**config.mk**
```make
export PLATFORM = sky130hd
export DESIGN_NAME = sad_min_tracker
export DESIGN_NICKNAME = d
export VERILOG_FILES = /design/src/rtl/vbsme_pkg.sv /design/src/rtl/sad_min_tree7.sv /design/src/rtl/sad_min_tracker.sv
export SDC_FILE = /design/constraint.sdc
export NUM_CORES = 2
export LEC_CHECK = 0
export BUFFER_PORTS_ARGS = -buffer_cell sky130_fd_sc_hd__buf_4
export CAP_MARGIN = 10
export CORE_ASPECT_RATIO = 0.75
export CORE_MARGIN = 1.5
export CORE_UTILIZATION = 50
export DETAILED_ROUTE_END_ITERATION = 8
export PLACE_DENSITY = 0.81
export SLEW_MARGIN = 10
export SYNTH_ARGS = -nofsm -noshare
export SYNTH_HDL_FRONTEND = slang
export SYNTH_SLANG_ARGS = --single-unit
```
**constraint.sdc**
```tcl
create_clock -name Clk -period 57.1 [get_ports Clk]
set_clock_uncertainty 0.05 [all_clocks]
set_input_delay 2.855 -clock Clk [delete_from_list [all_inputs] [get_ports Clk]]
set_output_delay 2.855 -clock Clk [all_outputs]
set_load 0.05 [all_outputs]
```
**src/rtl/vbsme_pkg.sv**
```systemverilog
// Shared constants and state encoding for the SAD minimum search.
package vbsme_pkg;
  localparam int DW    = 32;
  localparam int LANES = 7;
  localparam int CNT_W = 16;
  localparam logic [DW-1:0] SAD_MAX = {DW{1'b1}};

  typedef enum logic [1:0] {
    IDLE  = 2'd0,
    ACCUM = 2'd1,
    FLUSH = 2'd2
  } state_t;
endpackage

```
**src/rtl/sad_min_tree7.sv**
```systemverilog
// Combinational 7-to-1 SAD minimum with per-lane enables; ties go to the lower lane.
module sad_min_tree7
  import vbsme_pkg::*;
#(
  parameter int W = 32
) (
  input  logic [LANES*W-1:0] sad_bus,
  input  logic [LANES*W-1:0] idx_bus,
  input  logic [LANES-1:0]   lane_en,
  output logic [W-1:0]       min_sad,
  output logic [W-1:0]       min_idx,
  output logic               any_en
);

  // Enable-aware compare: an enabled all-ones SAD still beats "nothing seen yet".
  always_comb begin
    min_sad = {W{1'b1}};
    min_idx = '0;
    any_en  = 1'b0;
    for (int k = 0; k < LANES; k++) begin
      if (lane_en[k] && (!any_en || (sad_bus[k*W +: W] < min_sad))) begin
        min_sad = sad_bus[k*W +: W];
        min_idx = idx_bus[k*W +: W];
        any_en  = 1'b1;
      end
    end
  end

endmodule

```
**src/rtl/sad_min_tracker.sv**
```systemverilog
// Running-minimum tracker over one search window of 7-lane SAD beats.
// Beat accepted on edge N commits to the running best on edge N+2; Done follows the last commit.
module sad_min_tracker
  import vbsme_pkg::*;
#(
  parameter int DW    = vbsme_pkg::DW,
  parameter int LANES = vbsme_pkg::LANES,
  parameter int CNT_W = vbsme_pkg::CNT_W
) (
  input  logic                Clk,
  input  logic                Rst,
  input  logic                Start,
  input  logic                InValid,
  input  logic                InLast,
  input  logic [LANES-1:0]    LaneEn,
  input  logic [LANES*DW-1:0] SadBus,
  input  logic [LANES*DW-1:0] IdxBus,
  output logic                InReady,
  output logic                Busy,
  output logic                Done,
  output logic [DW-1:0]       BestSad,
  output logic [DW-1:0]       BestIndex,
  output logic [CNT_W-1:0]    BeatCount
);

  state_t state, state_nxt;
  logic   accept;

  logic                in_vld, in_last;
  logic [LANES-1:0]    in_en;
  logic [LANES*DW-1:0] in_sad, in_idx;

  logic [DW-1:0] t_sad, t_idx;
  logic          t_any;

  logic          s1_vld, s1_last, s1_any;
  logic [DW-1:0] s1_sad, s1_idx;
  logic          have_best;
  logic          last_commit;

  // Start overrides state, so a beat arriving with Start is always taken.
  assign accept      = InValid && (Start || (state == ACCUM));
  assign last_commit = s1_vld && s1_last;

  always_ff @(posedge Clk or posedge Rst) begin
    if (Rst) state <= IDLE;
    else     state <= state_nxt;
  end

  always_comb begin
    state_nxt = state;
    InReady   = 1'b0;
    Busy      = 1'b0;
    if (Start) begin
      state_nxt = (accept && InLast) ? FLUSH : ACCUM;
    end else begin
      case (state)
        ACCUM:   if (accept && InLast) state_nxt = FLUSH;
        FLUSH:   if (last_commit)      state_nxt = IDLE;
        default: state_nxt = IDLE;
      endcase
    end
    case (state)
      ACCUM:   begin InReady = 1'b1; Busy = 1'b1; end
      FLUSH:   Busy = 1'b1;
      default: ;
    endcase
  end

  always_ff @(posedge Clk or posedge Rst) begin
    if (Rst) begin
      in_vld  <= 1'b0;
      in_last <= 1'b0;
      in_en   <= '0;
      in_sad  <= '0;
      in_idx  <= '0;
    end else begin
      in_vld <= accept;
      if (accept) begin
        in_last <= InLast;
        in_en   <= LaneEn;
        in_sad  <= SadBus;
        in_idx  <= IdxBus;
      end
    end
  end

  sad_min_tree7 #(.W(DW)) u_tree (
    .sad_bus (in_sad),
    .idx_bus (in_idx),
    .lane_en (in_en),
    .min_sad (t_sad),
    .min_idx (t_idx),
    .any_en  (t_any)
  );

  always_ff @(posedge Clk or posedge Rst) begin
    if (Rst) begin
      s1_vld  <= 1'b0;
      s1_last <= 1'b0;
      s1_any  <= 1'b0;
      s1_sad  <= '1;
      s1_idx  <= '0;
    end else begin
      s1_vld  <= in_vld && !Start;
      s1_last <= in_last;
      s1_any  <= t_any;
      s1_sad  <= t_sad;
      s1_idx  <= t_idx;
    end
  end

  // have_best lets an enabled all-ones SAD win when nothing smaller was seen.
  always_ff @(posedge Clk or posedge Rst) begin
    if (Rst) begin
      BestSad   <= '1;
      BestIndex <= '0;
      have_best <= 1'b0;
      BeatCount <= '0;
      Done      <= 1'b0;
    end else if (Start) begin
      BestSad   <= '1;
      BestIndex <= '0;
      have_best <= 1'b0;
      BeatCount <= accept ? CNT_W'(1) : '0;
      Done      <= 1'b0;
    end else begin
      if (s1_vld && s1_any && (!have_best || (s1_sad < BestSad))) begin
        BestSad   <= s1_sad;
        BestIndex <= s1_idx;
        have_best <= 1'b1;
      end
      if (accept && (BeatCount != {CNT_W{1'b1}})) BeatCount <= BeatCount + 1'b1;
      Done <= (state == FLUSH) && last_commit;
    end
  end

endmodule

```
# After elaboration in Yosys (flattened, before gate mapping)

Index checks and enable logic that the tools add are counted.

Bits in registers: 608

$lt $le $gt $ge: 7
Eq/ne operators: 5
Add/sub/neg operators: 1
Reductions and logical operators: 34
Mux-type cells: 38

Operator list:

| kind                  | number |
|---|---|
| $mux 32               | 18 |
| $lt 32x32->1          | 7 |
| $mux 16               | 2 |
| $add 16x1->16 const B | 1 |
| $ne 16x16->1 const B  | 1 |
| $logic_and 1x1->1     | 14 |
| $mux 1                | 13 |
| $logic_not 1->1       | 8 |
| $logic_or 1x1->1      | 8 |
| $mux 2                | 4 |
| $pmux 2 s2            | 1 |
| $reduce_bool 2->1     | 2 |
| $ne 3x2->1 const B    | 1 |
| $ne 3x3->1 const B    | 1 |
| $eq 2x1->1 const B    | 1 |
| $eq 2x2->1 const B    | 1 |
| $reduce_and 2->1      | 1 |
| $reduce_or 2->1       | 1 |

# Longest topological paths before layout

Depth after elaboration: 25
Depth in mapped cells: 91

# Modules after synthesis

A second synthesis with hierarchy kept.

Cells, all modules: 3829
Area, all modules: 32783.9 µm²

Modules (own cells, without submodules):

| module          | area an instance (µm²) | seq. area each (µm²) | instances | cells each |
|---|---|---|---|---|
| sad_min_tracker | 23492.5                | 15294.7              | 1         | 2501 |
| sad_min_tree7   | 9291.4                 | 0.0                  | 1         | 1328 |

# Worst setup path after synthesis

Ideal clock, no wire load.

Kind: reg-to-reg
Start point: register in_en[0]
End point: register s1_idx[22]
Period minus slack after synthesis: 15644 ps
Cell stages (with the launch flop): 87
Slack: 41456 ps
Data required time: 56925 ps
Setup time: 125 ps
Data arrival time: 15469 ps
Path through: dfrtp_1 inv_1 buf_1 nor2_1 ha_1 nand4_1 nor4_1 o31a_1 o22ai_2 a211oi_2 or2_2 clkbuf_1 clkbuf_1 o21ai_0 ha_1 and4_1 nand2b_1 nor3_1 (+51 left out) o221ai_1 nor2b_1 a31oi_1 buf_4 buf_6 mux2i_1 inv_1 ha_1 a21o_1 a21o_1 a21oi_1 o21ai_0 o21ai_0 o221a_2 o21ai_0 a21oi_4 buf_2 mux2_2

Word-level cells in the longest chain between the ends: 25
Elaborated cells between the ends (all ways): 43

Ends and longest elaborated chain:

| what                                                   | line                   | source |
|---|---|---|
| start: declaration                                     | sad_min_tracker.sv:30  | `logic [LANES-1:0] in_en;` |
| start signal: assignment                               | sad_min_tracker.sv:81  | `in_en <= LaneEn;` |
| $mux 32 / $mux 1 (equally long branches)               | sad_min_tree7.sv:21    | `if (lane_en[k] && (!any_en \|\| (sad_bus[k*W +: W] < min_sad))) begin` |
| $lt 32x32->1 / $logic_not 1->1 (equally long branches) | sad_min_tree7.sv:21    |  |
| $logic_or 1x1->1                                       | sad_min_tree7.sv:21    |  |
| $logic_and 1x1->1                                      | sad_min_tree7.sv:21    |  |
| $mux 32 / $mux 1 (equally long branches)               | sad_min_tree7.sv:21    |  |
| $lt 32x32->1 / $logic_not 1->1 (equally long branches) | sad_min_tree7.sv:21    |  |
| $logic_or 1x1->1                                       | sad_min_tree7.sv:21    |  |
| $logic_and 1x1->1                                      | sad_min_tree7.sv:21    |  |
| (+10 left out)                                         | n/a                    |  |
| $logic_or 1x1->1                                       | sad_min_tree7.sv:21    |  |
| $logic_and 1x1->1                                      | sad_min_tree7.sv:21    |  |
| $mux 32 / $mux 1 (equally long branches)               | sad_min_tree7.sv:21    |  |
| $lt 32x32->1 / $logic_not 1->1 (equally long branches) | sad_min_tree7.sv:21    |  |
| $logic_or 1x1->1                                       | sad_min_tree7.sv:21    |  |
| $logic_and 1x1->1                                      | sad_min_tree7.sv:21    |  |
| $mux 32 *                                              | sad_min_tree7.sv:21    |  |
| named net t_idx[22]                                    | sad_min_tracker.sv:33  | `logic [DW-1:0] t_sad, t_idx;` |
| end signal: assignment                                 | sad_min_tracker.sv:109 | `s1_idx <= t_idx;` |
| end: declaration                                       | sad_min_tracker.sv:37  | `logic [DW-1:0] s1_sad, s1_idx;` |

The timed path passes the listed nets; every way through them passes the cells marked *.
A chain may end at the register's enable or synchronous reset.

# Worst setup path in the final report

Start point: register in_en[0]
End point: register s1_idx[8]

The elaborated chain is that of the path after synthesis.

==> qor.csv <==
stage,metric,value,unit
run_status,outcome,"finished, final reports clean",
place,dp.cells,4915,
global_route,grt_pass1_wl,155000,um
clock_tree,cts_sinks,608,
floorplan,start_util,50.5,%
sta,rsz0062_at_grt,false,
synthesis,yosysUniqueCellTypes,76,
worst_setup_path,r2r_slack,35.45,ns
layout,finalNonFillerCells,5030,
synthesis,yosysTopAreaCellShare,42.5,%
floorplan,die_area,65600,um2
power_and_ir_drop,static-leakage-power,20.7,nW
sta,hold_viol_final,0,
layout,area_delta_synth_final,21.6,%
global_route,grt_max_degree,150,
drt,wl_per_cell,20.1,um
power_and_ir_drop,irDropWorstVdd,0.0000341,V
hold_path,hold-path-cell-count,0,
synthesis,syn_area,32000,um2
synthesis,synth_area_leader_cell,dfrtp_1,
sta,min_period,21.65,ns
drt,dr.pass1.iters,6,
hold_path,hp-class,reg -> reg,
synthesis,ys_seq_elements,608,
place,gp_congestion,0.966,
clock_tree,numCtsBuffers,60,
clock_tree,cts-hold-fix-buffers,0,
worst_setup_path,reg2regPathDepth,73,
worst_setup_path,endpoint_kind,register,
power_and_ir_drop,p_total,1.82,mW
global_route,antenna_found_initial,4,
synthesis,synth_edf_count,0,
sta,max_freq,46.2,MHz
synthesis,postSynthCellCount,3677,
worst_setup_path,cp.required,57.58,ns
clock_tree,cts_tree,yes,
sta,setup-tns-final,0,ns
synthesis,synth_area_leaders,"dfrtp_1 42%, nand2_1 16%, ha_1 8.3%",
floorplan,fp.dieW,295,um
sta,max-slew-margin-rel,25.3,%
worst_setup_path,critPathSlowestCell,dfrtp_2,
worst_setup_path,path_class,reg -> reg,
power_and_ir_drop,power.density,46.7,nW/um2
worst_setup_path,worst_ep_arrival_time,22.13,ns
sta,finalSetupViolations,0,
layout,num-fill-cells,5388,
sta,finalCritPeriodShare,37.9,%
drt,drt-total-wl,101000,um
worst_setup_path,critPathMaxFanout,93,
global_route,grt_pass1_vias,26998,
clock_tree,cts.htree.levels,2,
drt,drt_iter0_drc,2377,
clock_tree,postCtsSetupBuffers,0,
clock_tree,clk_latency,0.65,ns
sta,slew_viol_final,0,
synthesis,ys.flop_type,dfrtp_1,
place,dp_hpwl,74900,um
layout,fin_nets,4789,
place,port_buffers,542,
floorplan,num_rows,80,
worst_setup_path,critPathLaunch,in_en[0],
global_route,grt_overflow,0,
worst_setup_path,cp-start-kind,register,
worst_setup_path,rr_startpoint,in_en[0],
global_route,grt.total_usage,30.7,%
worst_setup_path,slowest_delay,0.96,ns
drt,drcViolationCount,0,
floorplan,design.core.area,63500,um2
synthesis,synth.avg_cell_area,8.71,um2
place,dpl_worst_slack,35.92,ns
clock_tree,clockRootBuffer,clkbuf_16,
clock_tree,path_clk_slew,0.07,ns
sta,max_slew.worst_pin.slew,1.12,ns
worst_setup_path,cpMostUsedCell,o21ai_0,
synthesis,async_flop_share,100,%
layout,drive_gt1_share,20.8,%
flow_run,cap_violations,0,
worst_setup_path,r2r_end,s1_idx[8],
synthesis,yosysWarningCount,0,
floorplan,num_io_pins,543,
drt,ant_nets,0,
synthesis,syn_nets,4350,
worst_setup_path,cp-endpoint,s1_idx[8],
sta,layout_setup_ws,35.45,ns
clock_tree,cts_resized,0,
clock_tree,clockBufferDepth,3,
floorplan,chipHeight,222,um
drt,vias_per_cell,5.48,
synthesis,ys_seq_area_share,47.7,%
drt,dr_total_vias,27542,
-- routing by layer --
metal / up-vias / track usage (%) / wire length, um
met5: - / 0 / 27
met4: 4 / 11.0 / 3750
met3: 184 / 4.58 / 7690
met2: 1084 / 47.2 / 45200
met1: 13291 / 44.1 / 44500
li1: 12979 / - / -
-- stage by stage --
step                      utilization [%]  cell area, um2  hold WS (ns)
after global routing                 61.4           38900         0.350
after CTS                            61.4           38900         0.350
after floorplan                         -           32000         0.304
after detailed placement             57.8           36700         0.311
after global placement               57.8           36700         0.309
final                                61.4           38900         0.349
-- cells in the mapped netlist (40+ instances only) --
cell type	count
ha_1	213
a21oi_1	130
dfstp_2	64
a21o_1	50
nor2_1	167
nor2b_1	54
o21ai_0	208
mux2_2	96
clkbuf_1	152
inv_1	172
nand2_1	1362
nand4_1	40
dfrtp_1	544
nand3_1	77
mux2i_1	95
-- cell type report --
cell class	instances	area (um2)	area share, %
multi-input cells	2708	15400	39.5
clock buffers	73	1640	4.21
repair buffers	565	4240	10.9
well taps	861	1080	2.77
inverters	173	664	1.71
flip-flops and latches	608	15300	39.3
clock inverters	41	631	1.62
diodes	1	2.50	0.00642
-- logic make-up after synthesis --
logic type      count (synthesis)  share of synthesized area, %
compound gates                490                          9.25
xor+xnor                       14                         0.383
fa+ha+maj                     216                          8.42
buf+inv                       361                          4.44
flops                         608                          47.7
mux                           222                          7.44
simple gates                 1766                          22.3
-- layout by cell type (no fill, tap or decap), types with 4 or more instances in the layout --
master	n
nand2_1	1361
buf_4	565
dfrtp_1	543
ha_1	213
o21ai_0	207
inv_1	171
nor2_1	166
a21oi_1	130
mux2_2	96
mux2i_1	95
nand3_1	77
dfstp_2	64
clkbuf_16	60
nor2b_1	54
a21o_1	50
nand4_1	40
a211o_1	35
mux2_1	30
nand2b_1	14
bufinv_16	13
xor2_1	12
nor3_1	10
clkinv_2	10
a211oi_1	9
clkbuf_8	9
clkinvlp_4	8
and3_1	7
and4_1	7
nor4_1	6
o2111ai_1	6
or3_1	5
inv_6	5
or2_2	4
and2_1	4
clkbuf_1	4
-- how the worst min path moves through the flow --
stage / startpoint / endpoint / slack, ns
after CTS: in_last / s1_last / 0.35
final: in_last / s1_last / 0.35
after floorplan: in_last / s1_last / 0.30
after detailed placement: in_last / s1_last / 0.31
after global placement: in_last / s1_last / 0.31
after global routing: in_last / s1_last / 0.35
-- report_power, final --
| group | switching, mW | internal [mW] |
|---|---|---|
| registers | 0.0628 | 0.533 |
| clock network | 0.186 | 0.266 |
| logic | 0.465 | 0.305 |
| total | 0.715 | 1.10 |
-- registers in the layout, summed over array words and instances (netlist names) --
signal and flops:
in_idx 224, in_sad 224, BestIndex 32, BestSad 32
s1_idx 32, s1_sad 32, BeatCount 16, in_en 7
state 2, Done 1, have_best 1, in_last 1
in_vld 1, s1_any 1, s1_last 1, s1_vld 1
-- worst max-delay path: cells and delay by family, from the launching register on --
family          cells  cell delay (ns)
fa+ha+maj           6             1.88
buf+inv             7             3.44
flops               1             0.96
compound gates     36             8.53
mux                 4             1.48
simple gates       20             4.95
No activity file was read; power rests on OpenSTA's default activity.
